### config.mk
export PLATFORM = sky130hd
export DESIGN_NAME = video_timing_gen
export DESIGN_NICKNAME = d
export VERILOG_FILES = /design/src/rtl/video_pkg.sv /design/src/rtl/vtg_pattern.sv /design/src/rtl/video_timing_gen.sv
export SDC_FILE = /design/constraint.sdc
export NUM_CORES = 1
export LEC_CHECK = 0
export ABC_CLOCK_PERIOD_IN_PS = 2700
export BUFFER_PORTS_ARGS = -buffer_cell sky130_fd_sc_hd__clkbuf_2
export CORE_MARGIN = 4
export CORE_UTILIZATION = 40
export CTS_CLUSTER_DIAMETER = 100
export DETAILED_ROUTE_END_ITERATION = 8
export HOLD_SLACK_MARGIN = 0.03
export PLACE_DENSITY = 0.73
export SYNTH_ARGS = -nofsm -noshare
export SYNTH_HDL_FRONTEND = slang
export SYNTH_SLANG_ARGS = --single-unit
### constraint.sdc
create_clock -name pixclk -period 2.7 [get_ports pixclk]
set_input_delay 0.135 -clock pixclk [delete_from_list [all_inputs] [get_ports pixclk]]
set_output_delay 0.135 -clock pixclk [all_outputs]
set_load 0.1 [all_outputs]
### src/rtl/video_pkg.sv
// rtl/video_pkg.sv - shared raster timing helpers, pattern enum and colour constants
//   Contents: 800x600@60 default timing, h_total/v_total helpers,
//             pattern_mode_t, 24-bit {R,G,B} colour constants, bar_colour lookup.
package video_pkg;

  // 800x600@60 default timing
  localparam int DEF_H_ACTIVE = 800;
  localparam int DEF_H_FP     = 40;
  localparam int DEF_H_SYNC   = 128;
  localparam int DEF_H_BP     = 88;
  localparam int DEF_V_ACTIVE = 600;
  localparam int DEF_V_FP     = 1;
  localparam int DEF_V_SYNC   = 4;
  localparam int DEF_V_BP     = 23;

  typedef enum logic [1:0] {
    BARS    = 2'd0,
    CHECKER = 2'd1,
    WHITE   = 2'd2,
    BLACK   = 2'd3
  } pattern_mode_t;

  localparam logic [23:0] RGB_WHITE   = 24'hFFFFFF;
  localparam logic [23:0] RGB_YELLOW  = 24'hFFFF00;
  localparam logic [23:0] RGB_CYAN    = 24'h00FFFF;
  localparam logic [23:0] RGB_GREEN   = 24'h00FF00;
  localparam logic [23:0] RGB_MAGENTA = 24'hFF00FF;
  localparam logic [23:0] RGB_RED     = 24'hFF0000;
  localparam logic [23:0] RGB_BLUE    = 24'h0000FF;
  localparam logic [23:0] RGB_BLACK   = 24'h000000;

  function automatic int h_total(input int active, input int fp, input int sync, input int bp);
    return active + fp + sync + bp;
  endfunction

  function automatic int v_total(input int active, input int fp, input int sync, input int bp);
    return active + fp + sync + bp;
  endfunction

  // Left-to-right colour bar order
  function automatic logic [23:0] bar_colour(input logic [2:0] idx);
    case (idx)
      3'd0:    return RGB_WHITE;
      3'd1:    return RGB_YELLOW;
      3'd2:    return RGB_CYAN;
      3'd3:    return RGB_GREEN;
      3'd4:    return RGB_MAGENTA;
      3'd5:    return RGB_RED;
      3'd6:    return RGB_BLUE;
      default: return RGB_BLACK;
    endcase
  endfunction

endpackage

### src/rtl/vtg_pattern.sv
// rtl/vtg_pattern.sv - combinational test-pattern mapper for the raster generator
//   Ports: hcount/vcount (position being presented next), de (active-video flag
//          for that position), mode (latched pattern), rgb (24-bit {R,G,B}).
//   Output is 0 whenever de is low.
module vtg_pattern
  import video_pkg::*;
#(
  parameter int H_ACTIVE = DEF_H_ACTIVE,
  parameter int HW       = 11,
  parameter int VW       = 10
) (
  input  logic [HW-1:0] hcount,
  input  logic [VW-1:0] vcount,
  input  logic          de,
  input  pattern_mode_t mode,
  output logic [23:0]   rgb
);

  localparam int BW = H_ACTIVE / 8;

  // Widened copies so bit 3 exists even for tiny rasters
  logic [31:0] hx;
  logic [31:0] vx;
  logic [31:0] bar;
  logic        chk;

  always_comb begin
    hx  = 32'(hcount);
    vx  = 32'(vcount);
    bar = hx / BW;
    // Remainder pixels when H_ACTIVE is not a multiple of 8 stay in the last bar
    if (bar > 32'd7) bar = 32'd7;
    chk = ((hx ^ vx) & 32'd8) != 32'd0;
    rgb = RGB_BLACK;
    if (de) begin
      case (mode)
        BARS:    rgb = bar_colour(bar[2:0]);
        CHECKER: rgb = chk ? RGB_WHITE : RGB_BLACK;
        WHITE:   rgb = RGB_WHITE;
        default: rgb = RGB_BLACK;
      endcase
    end
  end

endmodule

### src/rtl/video_timing_gen.sv
// rtl/video_timing_gen.sv - parametrised raster timing and test-pattern source
//   Optional feature macro: VTG_PATTERN_EN (pattern generator and mode latch).
//   Ports: pixclk (only clock), reset_n (async active-low), enable (advance raster),
//          pattern_mode (0 bars, 1 checker, 2 white, 3 black), hcount/vcount (position),
//          de, hsync, vsync, sof (pulse at 0,0), eol (pulse at last pixel),
//          frame_cnt (completed frames), rgb ({R,G,B}, 0 when macro undefined).
//   All outputs are registered and describe the position shown in the same cycle.
module video_timing_gen
  import video_pkg::*;
#(
  parameter int H_ACTIVE = DEF_H_ACTIVE,
  parameter int H_FP     = DEF_H_FP,
  parameter int H_SYNC   = DEF_H_SYNC,
  parameter int H_BP     = DEF_H_BP,
  parameter int V_ACTIVE = DEF_V_ACTIVE,
  parameter int V_FP     = DEF_V_FP,
  parameter int V_SYNC   = DEF_V_SYNC,
  parameter int V_BP     = DEF_V_BP,
  parameter bit HS_POL   = 1'b1,
  parameter bit VS_POL   = 1'b1,
  parameter int FRAME_W  = 16,
  localparam int H_TOTAL = h_total(H_ACTIVE, H_FP, H_SYNC, H_BP),
  localparam int V_TOTAL = v_total(V_ACTIVE, V_FP, V_SYNC, V_BP),
  localparam int HW      = $clog2(H_TOTAL),
  localparam int VW      = $clog2(V_TOTAL)
) (
  input  logic               pixclk,
  input  logic               reset_n,
  input  logic               enable,
  input  logic [1:0]         pattern_mode,
  output logic [HW-1:0]      hcount,
  output logic [VW-1:0]      vcount,
  output logic               de,
  output logic               hsync,
  output logic               vsync,
  output logic               sof,
  output logic               eol,
  output logic [FRAME_W-1:0] frame_cnt,
  output logic [23:0]        rgb
);

  localparam logic [HW-1:0] H_LAST   = HW'(H_TOTAL - 1);
  localparam logic [HW-1:0] H_ACT    = HW'(H_ACTIVE);
  localparam logic [HW-1:0] HS_FIRST = HW'(H_ACTIVE + H_FP);
  localparam logic [HW-1:0] HS_LAST  = HW'(H_ACTIVE + H_FP + H_SYNC - 1);
  localparam logic [VW-1:0] V_LAST   = VW'(V_TOTAL - 1);
  localparam logic [VW-1:0] V_ACT    = VW'(V_ACTIVE);
  localparam logic [VW-1:0] VS_FIRST = VW'(V_ACTIVE + V_FP);
  localparam logic [VW-1:0] VS_LAST  = VW'(V_ACTIVE + V_FP + V_SYNC - 1);

  logic [HW-1:0] h_nxt;
  logic [VW-1:0] v_nxt;
  logic          line_wrap;
  logic          frame_wrap;
  logic          de_nxt;
  logic          hs_act;
  logic          vs_act;

  // Outputs are decoded from the next position so they land in the same
  // cycle as the counters they describe.
  always_comb begin
    line_wrap  = (hcount == H_LAST);
    frame_wrap = line_wrap && (vcount == V_LAST);
    h_nxt      = line_wrap ? '0 : hcount + HW'(1);
    v_nxt      = vcount;
    if (line_wrap) v_nxt = (vcount == V_LAST) ? '0 : vcount + VW'(1);
    de_nxt     = (h_nxt < H_ACT) && (v_nxt < V_ACT);
    hs_act     = (h_nxt >= HS_FIRST) && (h_nxt <= HS_LAST);
    vs_act     = (v_nxt >= VS_FIRST) && (v_nxt <= VS_LAST);
  end

  always_ff @(posedge pixclk or negedge reset_n) begin
    if (!reset_n) begin
      // Parked at the last position so the first enabled edge lands on (0,0)
      hcount    <= H_LAST;
      vcount    <= V_LAST;
      de        <= 1'b0;
      hsync     <= ~HS_POL;
      vsync     <= ~VS_POL;
      sof       <= 1'b0;
      eol       <= 1'b0;
      frame_cnt <= '0;
    end else if (enable) begin
      hcount    <= h_nxt;
      vcount    <= v_nxt;
      de        <= de_nxt;
      hsync     <= hs_act ? HS_POL : ~HS_POL;
      vsync     <= vs_act ? VS_POL : ~VS_POL;
      sof       <= frame_wrap;
      eol       <= (h_nxt == H_LAST);
      if (frame_wrap) frame_cnt <= frame_cnt + FRAME_W'(1);
    end else begin
      // Stalled: hold position, but never repeat a strobe
      sof <= 1'b0;
      eol <= 1'b0;
    end
  end

`ifdef VTG_PATTERN_EN
  pattern_mode_t mode_q;
  pattern_mode_t mode_nxt;
  logic [23:0]   rgb_nxt;

  // The new mode already applies to the (0,0) pixel produced by the wrap edge
  assign mode_nxt = frame_wrap ? pattern_mode_t'(pattern_mode) : mode_q;

  vtg_pattern #(
    .H_ACTIVE (H_ACTIVE),
    .HW       (HW),
    .VW       (VW)
  ) u_pattern (
    .hcount (h_nxt),
    .vcount (v_nxt),
    .de     (de_nxt),
    .mode   (mode_nxt),
    .rgb    (rgb_nxt)
  );

  always_ff @(posedge pixclk or negedge reset_n) begin
    if (!reset_n) begin
      mode_q <= BARS;
      rgb    <= '0;
    end else if (enable) begin
      mode_q <= mode_nxt;
      rgb    <= rgb_nxt;
    end
  end
`else
  logic unused_mode;
  assign unused_mode = ^pattern_mode;
  assign rgb         = '0;
`endif

endmodule

==> results, run 1 <==
- Setup repair after global routing left no endpoint under its margin.
- The count of nets left with antenna violations after detail routing is 0.
- The final total negative setup slack is 0 ns.
- The antenna diode count is 0.
- The number of iterations in the first detailed-routing pass is 4.
- The arrival time of the worst setup path is approximately 2.7 ns.
- The share of the core filled with cells is 0.470.
- At the placement stage, the worst setup path has a slack of around 0.27 ns.
- The total placed cells including tap cells is between 400 and 500.
- Row generation in the floorplan step produced 29 rows.
- After synthesis the cells add up to about 2700 um2.
- For this run, design rule violations remaining after detail routing come to 0.
- After the last flow step, the layout net total stands at 348.
- The global-route wire length before repair is roughly 10 mm.
- The count of non-filler cells in the finished layout is 417.
- The count of pins over their slew limit is 0.
- The final weighted congestion in routability-driven placement is about 0.85.
- The terminating pin of the worst hold path is hcount[10]$_DFFE_PN1P_.
- The minimum clock period after layout is ~2.5 ns.
- The total vias in the final route is around 2.2k.
- For this block, the initial DRC count from the detailed router was 89.
- The max capacitance violation total is 0.
- IR analysis of the VDD net gives a maximum drop of just under 0.5 mV.
- The critical path class is reg2reg.
- The number of cells on the worst reg-to-reg path is 7.
- In this run the horizontal extent of the chip is between 80 and 90 um.
- The flow ran to the end, and the final reports show no timing, DRC or antenna violations.
- The proportion of layout cells with a drive suffix above 1 is 0.250.
- The total wire length is 5.96 mm.
- The deepest level of the CTS H-tree is 2.
- The hold path startpoint is enable.
- The share of the clock period used by the worst path is 0.919.
- The share of synthesized flip-flops with an asynchronous set or reset is 1.00.
- For the worst-skew pair, the clock arrives at the later sink with an insertion delay of 0.30 ns.
- After detailed placement, the total cell area comes to between 2000 and 3000 um2.
- sky130_fd_sc_hd__dfrtp_1 is the most common cell in the netlist.
- Synthesis handed over a netlist of ~300 instances.
- The power density over the cells is around 860 nW/um2.
- The clock root buffer is sky130_fd_sc_hd__clkbuf_8.
- The synthesized design contains between 40 and 50 register bits.
- Buffers added to address setup during post-CTS repair amount to 0.
- The cell type contributing the most total cell area after synthesis is sky130_fd_sc_hd__dfrtp_1.
- The clock transition at the register clock pins on the worst setup and hold paths after CTS is 0.09 ns.
- Setup slack on the worst reg-to-reg path comes out at 0.22 ns.
- The overall die height is 89.9 um.
- From synthesis to final layout, the design area changed by 12.5%.
- Setup violations remaining at the end of the flow were counted as 0.
- The mean cell area of the mapped netlist is approximately 9 um2.
- The type of element capturing the critical path is a flip-flop.
- The register area share after synthesis is 0.397.
- The via count normalized by instance count is between 5 and 6.
- The clock tree from TritonCTS is yes.
- STA puts the critical path data required time at roughly 2.9 ns.
- The worst min-delay path category is in2reg.
- The worst register-to-register path begins at hcount[1]$_DFFE_PN1P_.
- Dividing the detail-routed wire length by the instance count gives 14.3 um.
- Yosys attributes the largest share of cell area to sky130_fd_sc_hd__dfrtp_1 (28%), sky130_fd_sc_hd__dfstp_2 (12%), sky130_fd_sc_hd__xnor2_1 (7.5%), sky130_fd_sc_hd__buf_4 (6.7%), sky130_fd_sc_hd__nand2_1 (3.9%).
- Entering global routing, the biggest net connects 23 pins.
- The clock buffer count from CTS is 5.
- Counting flops with a built-in enable in the synthesized netlist gives 0.
- The analysis attributes to cell leakage a power of roughly 0.0014 uW.
- In the post-route analysis, the smallest setup slack over all paths is ~0.22 ns.
- The number of antenna violations at the first check in global routing is 0.
- The HPWL after detailed placement is around 4.3 mm.
- Timing would allow up to approximately 0.40 GHz.
- At the pin with the least slew margin, the transition time is 0.561 ns.
- The maximum fanout encountered on the critical timing path is 9.
- The number of buffer cells added on primary ports is 44.
- Headroom to the max-slew limit came out at 0.626.
- The maximum buffer depth of the clock tree is 2.
- The post-route clock skew is between 0.008 and 0.009 ns.
- Global routing finished with a remaining overflow of 0.
- In this run the critical register-to-register path is captured at vsync$_DFFE_PN0P_.
- The via count of the first global-routing pass is just over 2k.
- The initial core utilization is 0.418.
- The total routing resource utilization after global routing is 0.148.
- The area of the placeable core is 6420 um2.
- The portion of synthesized cell area occupied by the leading cell type is 0.280.
- The commonest cells after synthesis are sky130_fd_sc_hd__dfrtp_1 (30), sky130_fd_sc_hd__nand2_1 (28), sky130_fd_sc_hd__buf_4 (24).
- The startpoint kind of the worst setup timing path is a flip-flop.
- The final hold violation count was 0.
- The finished cells cover 3020 um2.
- For this design, the sink count on the clock tree is 42.
- Among all flip-flop cells after synthesis, the most frequent one is sky130_fd_sc_hd__dfrtp_1.
- The worst hold path was traced through 3 stages.
- For this run, the number of Yosys warnings is 0.
- After synthesis, the netlist uses between 50 and 60 different library cells.
- For this design the top-level I/O count stands at just over 70.
- The die footprint is just over 8000 um2.
## sequential cells by signal (all words and copies together), names as in the netlist
signal / count
hcount: 11
de: 1
vcount: 10
frame_cnt: 16
hsync: 1
vsync: 1
sof: 1
eol: 1
## repair_timing
action | 4_1_cts | 5_1_grt
hold buffers | 1 | 0
hold endpoints to repair | 18 | 0
setup endpoints to repair | 0 | 0
gates resized for setup | 0 | 0
## cell usage in the layout (no fill, tap or decap), types with 3 or more instances in the layout
| master | count |
|---|---|
| sky130_fd_sc_hd__or3_1 | 4 |
| sky130_fd_sc_hd__a31oi_1 | 8 |
| sky130_fd_sc_hd__clkbuf_8 | 5 |
| sky130_fd_sc_hd__nor3_1 | 4 |
| sky130_fd_sc_hd__a21oi_1 | 10 |
| sky130_fd_sc_hd__nand2_1 | 28 |
| sky130_fd_sc_hd__nand2b_1 | 6 |
| sky130_fd_sc_hd__nor2_1 | 15 |
| sky130_fd_sc_hd__xor2_1 | 8 |
| sky130_fd_sc_hd__nor4_1 | 5 |
| sky130_fd_sc_hd__clkbuf_2 | 44 |
| sky130_fd_sc_hd__ha_1 | 4 |
| sky130_fd_sc_hd__conb_1 | 24 |
| sky130_fd_sc_hd__xnor2_1 | 23 |
| sky130_fd_sc_hd__and3_1 | 8 |
| sky130_fd_sc_hd__o21ai_0 | 11 |
| sky130_fd_sc_hd__dfstp_2 | 11 |
| sky130_fd_sc_hd__nand3_1 | 14 |
| sky130_fd_sc_hd__buf_4 | 9 |
| sky130_fd_sc_hd__nand4_1 | 14 |
| sky130_fd_sc_hd__nand3b_1 | 3 |
| sky130_fd_sc_hd__dfrtp_1 | 28 |
| sky130_fd_sc_hd__inv_1 | 9 |
## final cells by class
| type | count | area (um2) |
|---|---|---|
| Fill cell | 627 | 3400 |
| Multi-Input combinational cell | 227 | 1410 |
| Sequential cell | 42 | 1070 |
| Timing Repair Buffer | 54 | 298 |
| Tap cell | 77 | 96.3 |
| Clock buffer | 5 | 68.8 |
| Clock inverter | 3 | 40.0 |
| Inverter | 9 | 33.8 |
## through the flow
stage / hold WS [ns] / power [uW]
after floorplan: -0.161 / 1920
after global placement: 0.142 / 2070
after detailed placement: 0.149 / 2090
after CTS: 0.163 / 2590
after global routing: 0.174 / 2710
final: 0.175 / 2580
## worst max-delay path, cell delays in order (launching register included)
cell	delay (ns)
sky130_fd_sc_hd__dfstp_2	0.63
sky130_fd_sc_hd__ha_1	0.19
sky130_fd_sc_hd__nand4_1	0.21
sky130_fd_sc_hd__nor3_4	0.37
sky130_fd_sc_hd__a21oi_1	0.10
sky130_fd_sc_hd__a31o_1	0.20
sky130_fd_sc_hd__or4_1	0.49
sky130_fd_sc_hd__o32ai_2	0.21
## cells by family after synthesis
family          share of synthesized area
other cells                       0.00140
fa+ha+maj                          0.0187
flops                               0.397
mux                               0.00793
buf+inv                             0.109
compound gates                      0.128
simple gates                        0.236
xor+xnor                            0.101
## worst max-delay path by stage
| stage | from | endpoint | slack (ns) | cells past startpoint |
|---|---|---|---|---|
| finish | hcount[1]$_DFFE_PN1P_ | vsync$_DFFE_PN0P_ | 0.22 | 7 |
| global route | hcount[1]$_DFFE_PN1P_ | vsync$_DFFE_PN0P_ | 0.08 | 7 |
| CTS | hcount[0]$_DFFE_PN1P_ | vsync$_DFFE_PN0P_ | 0.22 | 7 |
| detailed placement | hcount[1]$_DFFE_PN1P_ | vsync$_DFFE_PN0P_ | 0.27 | 7 |
| global placement | hcount[1]$_DFFE_PN1P_ | vsync$_DFFE_PN0P_ | 0.30 | 7 |
| floorplan | hcount[1]$_DFFE_PN1P_ | vsync$_DFFE_PN0P_ | 0.01 | 7 |
## layer usage
layer,vias up,part of all wire,GRT usage
met4,0,0.011,0.0510
met1,1051,0.46,0.197
li1,1082,-,-
met2,77,0.47,0.236
met3,6,0.063,0.0376
met5,-,0,0
## report_power, final
group / leakage, uW / switching, uW / total (uW) / internal (uW)
Combinational: 0.000844 / 951 / 1210 / 262
Sequential: 0.000534 / 128 / 869 / 741
Clock: 0.0000579 / 230 / 502 / 273
Total: 0.00144 / 1310 / 2580 / 1280
Power figures use the tool's default switching activity.
==> run 2: changes to the inputs <==
- CTS_BUF_LIST: unset -> sky130_fd_sc_hd__clkbuf_16
==> run 2 against run 1 <==
Compared with the run above:
- sequential power about the same
- first-iteration DRC count increased by 37%
- non-clock buffer count unchanged
- routed wire length decreased by 0.20%
- critical path type unchanged
- clock power increased by 36%
- largest cell class unchanged
- via count increased by 1.1%
- combinational power about the same
- core utilization increased by 0.88 points
- global-route usage about the same
==> results, run 2 (synthesis results as in run 1) <==
- The run finished with clean final reports.
- The most common cell after layout, fill and taps aside is sky130_fd_sc_hd__clkbuf_2.
- The clock insertion delay at the later pin of the skew report came to 0.28 ns (-0.02 ns).
- The cell-internal power is 1440 uW (+13%).
- The via count normalized by instance count is 5.37 (+1.1%).
- The count of nets left with antenna violations after detail routing was 0 (unchanged).
- The number of flip-flops under the largest register name was 16 (unchanged).
- The minimum clock period after layout was 2.47 ns (-0.0170 ns).
- The switching fraction of total power was 0.480 (-0.0268).
- The type of element capturing the critical path is a flip-flop.
- The static leakage is 0.00146 uW (+1.8%).
- The count of pins on the block boundary came to 71 (unchanged).
- The area of the placeable core is 6420 um2 (unchanged).
- The total routing resource utilization after global routing is 0.148 (-0.000178).
- The clock sink total was 42 (unchanged).
- frame_cnt holds more flip-flops than any other register.
- The final-stage net count is 348 (unchanged).
- The deepest level of the CTS H-tree is 2 (unchanged).
- The proportion of layout cells with a drive suffix above 1 is 0.250 (unchanged).
- The switching power total came to 1320 uW (+1.2%).
- The initial core utilization came to 0.418 (unchanged).
- The portion of total power attributed to the clock network is 0.247 (+0.053).
- The die footprint is 8080 um2 (unchanged).
- The final setup violation count is 0 (unchanged).
- The iteration-0 DRC count of the detailed router is 122 (+37%).
- The power density over the cells came to 898 nW/um2 (+4.9%).
- The leftover overflow at the end of global routing is 0 (unchanged).
- The x dimension of the die came to 89.9 um (unchanged).
- The via count of the first global-routing pass is 2,091 (+1.1%).
- The final hold violation count is 0 (unchanged).
- The tree is rooted in a sky130_fd_sc_hd__clkbuf_16.
- The HPWL after detailed placement came to 4.29 mm (unchanged).
- The total vias in the final route is 2,241 (+1.1%).
- The maximum buffer depth of the clock tree is 2 (unchanged).
- The maximum vdd drop is 0.503 mV (+3.8%).
- The number of antenna violations at the first check in global routing is 0 (unchanged).
- The clock tree from TritonCTS is yes.
- The achievable frequency is 0.406 GHz (+0.69%).
- The overall power after layout is 2760 uW (+6.8%).
- The average routed wire per standard cell was 14.3 um (-0.20%).
- The post-placement cell area is 2900 um2 (unchanged).
- The pin count of the biggest net entering global routing came to 23 (unchanged).
- The number of iterations in the first detailed-routing pass is 4 (unchanged).
- The number of buffer cells added on primary ports is 44 (unchanged).
- The final total negative setup slack is 0 ns (unchanged).
- The combinational fraction of design power was 0.439 (-0.030).
- The number of setup buffers added after CTS was 0 (unchanged).
- The global-route wire length before repair is 10.0 mm (-0.34%).
- The post-route clock skew is 0.00724 ns (-0.00153 ns).
- The most critical setup path has its startpoint at hcount[1]$_DFFE_PN1P_.
- The clock buffer count from CTS is 5 (unchanged).
- The share of the core filled with cells was 0.479 (+0.00877).
- The clock transition at the register clock pins on the worst setup and hold paths after CTS came to 0.06 ns (-0.03 ns).
- The max capacitance violation total is 0 (unchanged).
- By startpoint and endpoint, the worst setup path is classified as reg2reg.
- The measured slew at the worst slew-check pin is 0.563 ns (+0.00220 ns).
- The number of instances resized during post-cts repair was 0 (unchanged).
- The startpoint kind of the worst setup timing path is a flip-flop.
- The antenna diode count is 0 (unchanged).
- The DRC violations left was 0 (unchanged).
- The largest registers in the layout are frame_cnt x16, hcount x11, vcount x10.
- The required time of the critical path is 2.89 ns (-0.02 ns).
- In the layout the commonest cells are sky130_fd_sc_hd__clkbuf_2 (44), sky130_fd_sc_hd__nand2_1 (28), sky130_fd_sc_hd__dfrtp_1 (28).
- The area growth from synthesis to layout is 14.6%.
- The overall die height was 89.9 um (unchanged).
- The arrival time of the worst setup path is 2.66 ns (-0.03 ns).
- The share of power burned in registers is 0.315 (-0.021).
- The final weighted congestion in routability-driven placement was 0.853 (unchanged).
- The worst hold path begins at enable.
- The share of the clock period used by the worst path came to 0.913 (-0.00630).
- The maximum fanout encountered on the critical timing path is 9 (unchanged).
- The total wire length is 5.95 mm (-0.20%).
- The fill cell total of the finished layout is 616 (-1.8%).
- The worst min-delay path category is in2reg.
- The count of pins over their slew limit was 0 (unchanged).
- The number of placement rows is 29 (unchanged).
- The final design instance area without fill came to 3080 um2 (+1.9%).
- Setup repair after global routing left no endpoint under its margin.
- The worst register-to-register path begins at hcount[1]$_DFFE_PN1P_.
- The worst-case headroom to the max-slew limit is 0.625 (-0.00147).
run 2: cell types whose count changed in the layout (fill, tap and decap cells not counted):
cell	change
sky130_fd_sc_hd__clkbuf_8	-5
sky130_fd_sc_hd__clkbuf_16	+5
run 2: power groups by stage:
| stage | Sequential [uW] | Clock (uW) | Combinational (uW) |
|---|---|---|---|
| after floorplan | 1330 | 0 | 592 |
| after global placement | 872 | 0 | 1200 |
| after detailed placement | 876 | 0 | 1210 |
| after CTS | 865 | 694 | 1210 |
| after global routing | 885 | 718 | 1290 |
| final | 869 | 682 | 1210 |
run 2: worst paths after layout:
check,cells past startpoint,slack (ns),endpoint
setup / recovery,7,0.23,vsync$_DFFE_PN0P_
hold / removal,3,0.18,hcount[10]$_DFFE_PN1P_
setup reg to reg,7,0.23,vsync$_DFFE_PN0P_
hold reg to reg,1,0.47,frame_cnt[15]$_DFFE_PN0P_
max in group asynchronous,3,1.57,hcount[10]$_DFFE_PN1P_
min in group asynchronous,2,0.38,vcount[2]$_DFFE_PN0P_
run 2: per-stage QoR:
| step | hold WS, ns | std cells | setup slack [ns] |
|---|---|---|---|
| after floorplan | -0.161 | 320 | 0.00952 |
| after global routing | 0.196 | 417 | 0.0928 |
| after global placement | 0.142 | 408 | 0.302 |
| final | 0.183 | 417 | 0.235 |
| after CTS | 0.178 | 417 | 0.230 |
| after detailed placement | 0.149 | 408 | 0.268 |
run 2: timing repair:
| action | 4_1_cts | 5_1_grt |
|---|---|---|
| endpoints found under the setup margin | 0 | 0 |
| hold endpoints to repair | 18 | 0 |
| hold buffers | 1 | 0 |
run 2: final cells by class:
class	instances	area, um2	share of cell area
multi-input cells	227	1410	0.459
repair buffers	54	298	0.0968
clock buffers	5	125	0.0407
inverters	9	33.8	0.0110
flip-flops and latches	42	1070	0.349
clock inverters	3	40.0	0.0130
well taps	77	96.3	0.0313
run 2: routing by layer:
| layer | track usage | wire length [um] |
|---|---|---|
| met1 | 0.194 | 2680 |
| met5 | 0 | 0 |
| met3 | 0.0401 | 428 |
| met2 | 0.236 | 2750 |
| met4 | 0.0536 | 88 |
run 2: critical path, stage by stage, from the launching register on:
cell and delay [ns]:
sky130_fd_sc_hd__dfstp_2 0.62, sky130_fd_sc_hd__ha_1 0.19, sky130_fd_sc_hd__nand4_1 0.20, sky130_fd_sc_hd__nor3_4 0.36, sky130_fd_sc_hd__a21oi_1 0.10, sky130_fd_sc_hd__a31o_1 0.20, sky130_fd_sc_hd__or4_1 0.49, sky130_fd_sc_hd__o32ai_2 0.21
==> run 3: changes to the inputs <==
- BUFFER_PORTS_ARGS: -buffer_cell sky130_fd_sc_hd__clkbuf_2 -> -buffer_cell sky130_fd_sc_hd__buf_2
==> run 3 against run 2 <==
Compared with the run above:
- critical path depth unchanged
- clock skew decreased by 0.00066 ns
- total power decreased by 3.4%
- sequential share of layout area increased by 0.45 points
- sequential power about the same
- cell count decreased by 0.48%
- design area decreased by 1.3%
- first-iteration DRC count decreased by 22%
- die area unchanged
- maximum frequency decreased by 0.95%
- routed wire length decreased by 0.66%
- combinational power about the same
- critical endpoint unchanged
- largest cell class unchanged
- largest power group unchanged
==> results, run 3 (synthesis results as in run 1) <==
- The final total negative setup slack is 0 ns (unchanged).
- The global routing stage identified its most utilized layer as met2.
- The final-stage net count came to 346 (-0.57%).
- The total vias in the final route is 2,244 (+0.13%).
- The HPWL after detailed placement is 4.25 mm (-1.0%).
- The maximum buffer depth of the clock tree is 2 (unchanged).
- The clock transition at the register clock pins on the worst setup and hold paths after CTS came to 0.06 ns (about the same).
- The final setup violation count is 0 (unchanged).
- The met2 track demand over resource in global routing is 0.246 (+0.0100).
- The count of pins over their slew limit came to 0 (unchanged).
- The total placed cells including tap cells is 406 (-0.49%).
- The number of buffer cells added on primary ports came to 44 (unchanged).
- The clock sink total was 42 (unchanged).
- The initial core utilization was 0.418 (unchanged).
- The sequential cell area is 1070 um2 (unchanged).
- Ranked by flip-flop count, first place goes to frame_cnt.
- TritonCTS built the clock tree.
- The proportion of layout cells with a drive suffix above 1 is 0.243 (-0.00740).
- The final weighted congestion in routability-driven placement was 0.872 (+2.2%).
- The critical path class is reg2reg.
- The clock insertion delay at the later pin of the skew report is 0.28 ns (about the same).
- The count of non-filler cells in the finished layout is 415 (-0.48%).
- The maximum vdd drop is 0.491 mV (-2.4%).
- The type of element capturing the critical path is a flip-flop.
- The met1 track utilization from global routing is 0.194 (-0.000630).
- The number of instances on the worst hold path is 2 (-1).
- The fill cell total of the finished layout was 632 (+2.6%).
- The achievable frequency is 0.402 GHz (-0.95%).
- The worst setup path is launched from a flip-flop.
- The antenna diode count is 0 (unchanged).
- The measured slew at the worst slew-check pin is 0.911 ns (+0.348 ns).
- The worst hold-check slack is 0.252 ns (+0.0685 ns).
- The DRC violations left is 0 (unchanged).
- The arrival time of the worst setup path is 2.68 ns (+0.02 ns).
- The number of cells on the worst reg-to-reg path is 7 (unchanged).
- The via count of the first global-routing pass was 2,078 (-0.62%).
- The run finished with clean final reports.
- The die footprint came to 8080 um2 (unchanged).
- The global-route wire length before repair is 10.1 mm (+0.75%).
- The share of the clock period used by the worst path was 0.922 (+0.00872).
- The minimum clock period after layout was 2.49 ns (+0.0236 ns).
- The library cell used most frequently in the layout, excluding fill and tap cells, is sky130_fd_sc_hd__buf_2.
- The pin count of the biggest net entering global routing is 43 (+87%).
- The total wire length is 5.91 mm (-0.66%).
- The library cells used most frequently in the layout, excluding fill and tap cells, are sky130_fd_sc_hd__buf_2 (44), sky130_fd_sc_hd__nand2_1 (28), sky130_fd_sc_hd__dfrtp_1 (28).
- The global routing met3 resource utilization is 0.0384 (-0.00167).
- The number of iterations in the first detailed-routing pass is 4 (unchanged).
- The deepest level of the CTS H-tree came to 2 (unchanged).
- The x dimension of the die is 89.9 um (unchanged).
- The largest registers in the layout are frame_cnt x16, hcount x11, vcount x10.
- The leftover overflow at the end of global routing is 0 (unchanged).
- The area of the placeable core is 6420 um2 (unchanged).
- The area of the multi-input gates is 1410 um2 (unchanged).
- The max capacitance violation total is 0 (unchanged).
- The total routing resource utilization after global routing is 0.150 (+0.00157).
- The area added between synthesis and finish is 13.2%.
- The number of placement rows was 29 (unchanged).
- The count of pins on the block boundary came to 71 (unchanged).
- The static leakage is 0.00146 uW (-0.11%).
- Setup repair after global routing left no endpoint under its margin.
- The via count normalized by instance count is 5.41 (+0.62%).
- The number of setup buffers added after CTS was 0 (unchanged).
- The average routed wire per standard cell is 14.2 um (-0.18%).
- The count of nets left with antenna violations after detail routing was 0 (unchanged).
- The maximum fanout encountered on the critical timing path is 9 (unchanged).
- The post-route clock skew is 0.00658 ns (-0.000658 ns).
- The number of antenna violations at the first check in global routing is 0 (unchanged).
- The worst-case headroom to the max-slew limit was 0.393 (-0.232).
- The slowest stage of the critical path is the sky130_fd_sc_hd__dfstp_2 cell.
- The clock buffer count from CTS is 5 (unchanged).
- The tightest min-delay check is of the in2reg type.
- The final hold violation count is 0 (unchanged).
- The clock root buffer is sky130_fd_sc_hd__clkbuf_16.
- The power density over the cells was 878 nW/um2 (-2.2%).
- The number of instances resized during post-cts repair is 0 (unchanged).
- The overall die height is 89.9 um (unchanged).
- The required time of the critical path was 2.90 ns (about the same).
- The biggest cell delay along the critical path is 0.63 ns (about the same).
- The critical path goes through ha_1, nand4_1, nor3_4, a21oi_1, a31o_1, or4_1, o32ai_2.
- The iteration-0 DRC count of the detailed router was 95 (-22%).
- The number of flip-flops under the largest register name is 16 (unchanged).
[run 3: cell count changes in the layout (fill, tap and decap cells not counted)]
| cell | delta |
|---|---|
| sky130_fd_sc_hd__clkinv_1 | +1 |
| sky130_fd_sc_hd__clkinvlp_4 | +1 |
| sky130_fd_sc_hd__bufinv_16 | -1 |
| sky130_fd_sc_hd__buf_4 | -2 |
| sky130_fd_sc_hd__buf_2 | +44 |
| sky130_fd_sc_hd__clkinv_2 | -1 |
| sky130_fd_sc_hd__clkbuf_2 | -44 |
[run 3: routing by layer]
metal  vias up  share of wire  wire length [um]
met1      1091           0.46              2690
met4         0          0.013                79
li1       1084              -                 -
met5         -              0                 0
met3         5          0.059               348
met2        64           0.47              2790
[run 3: power breakdown]
group          total, uW  leakage, uW  switching [uW]  internal (uW)
combinational       1210     0.000859             949            263
sequential           871     0.000534             129            742
clock                584    0.0000672             247            338
[run 3: layout make-up]
cell class              count  share of cell area
inverters                   9              0.0111
repair buffers             52              0.0931
clock buffers               5              0.0412
multi-input cells         227               0.464
clock inverters             3             0.00536
well taps                  77              0.0317
flip-flops and latches     42               0.353
[run 3: worst paths after layout]
check,to,slack (ns),start
min in group asynchronous,frame_cnt[9]$_DFFE_PN0P_,0.52,reset_n
setup reg to reg,vsync$_DFFE_PN0P_,0.21,hcount[1]$_DFFE_PN1P_
hold reg to reg,frame_cnt[15]$_DFFE_PN0P_,0.46,frame_cnt[15]$_DFFE_PN0P_
hold / removal,vsync$_DFFE_PN0P_,0.25,enable
max in group asynchronous,hcount[8]$_DFFE_PN0P_,1.54,reset_n
setup / recovery,vsync$_DFFE_PN0P_,0.21,hcount[1]$_DFFE_PN1P_
[run 3: worst max-delay path: cells and delay by family, from the launching register on]
kind	cells	cell delay [ns]
compound gates	3	0.51
flops	1	0.63
fa+ha+maj	1	0.19
simple gates	3	1.07
[run 3: what timing repair did]
action                                  4_1_cts  5_1_grt
hold endpoints to repair                      5        0
hold buffers                                  1        0
endpoints found under the setup margin        0        0
[run 3: metrics by stage]
step | power, uW | instance area [um2] | setup WS (ns) | util
after detailed placement | 2090 | 2890 | 0.229 | 0.449
after global placement | 2070 | 2890 | 0.275 | 0.449
after CTS | 2680 | 3040 | 0.226 | 0.473
after floorplan | 1920 | 2780 | 0.00952 | -
after global routing | 2810 | 3040 | 0.0281 | 0.473
final | 2670 | 3040 | 0.211 | 0.473
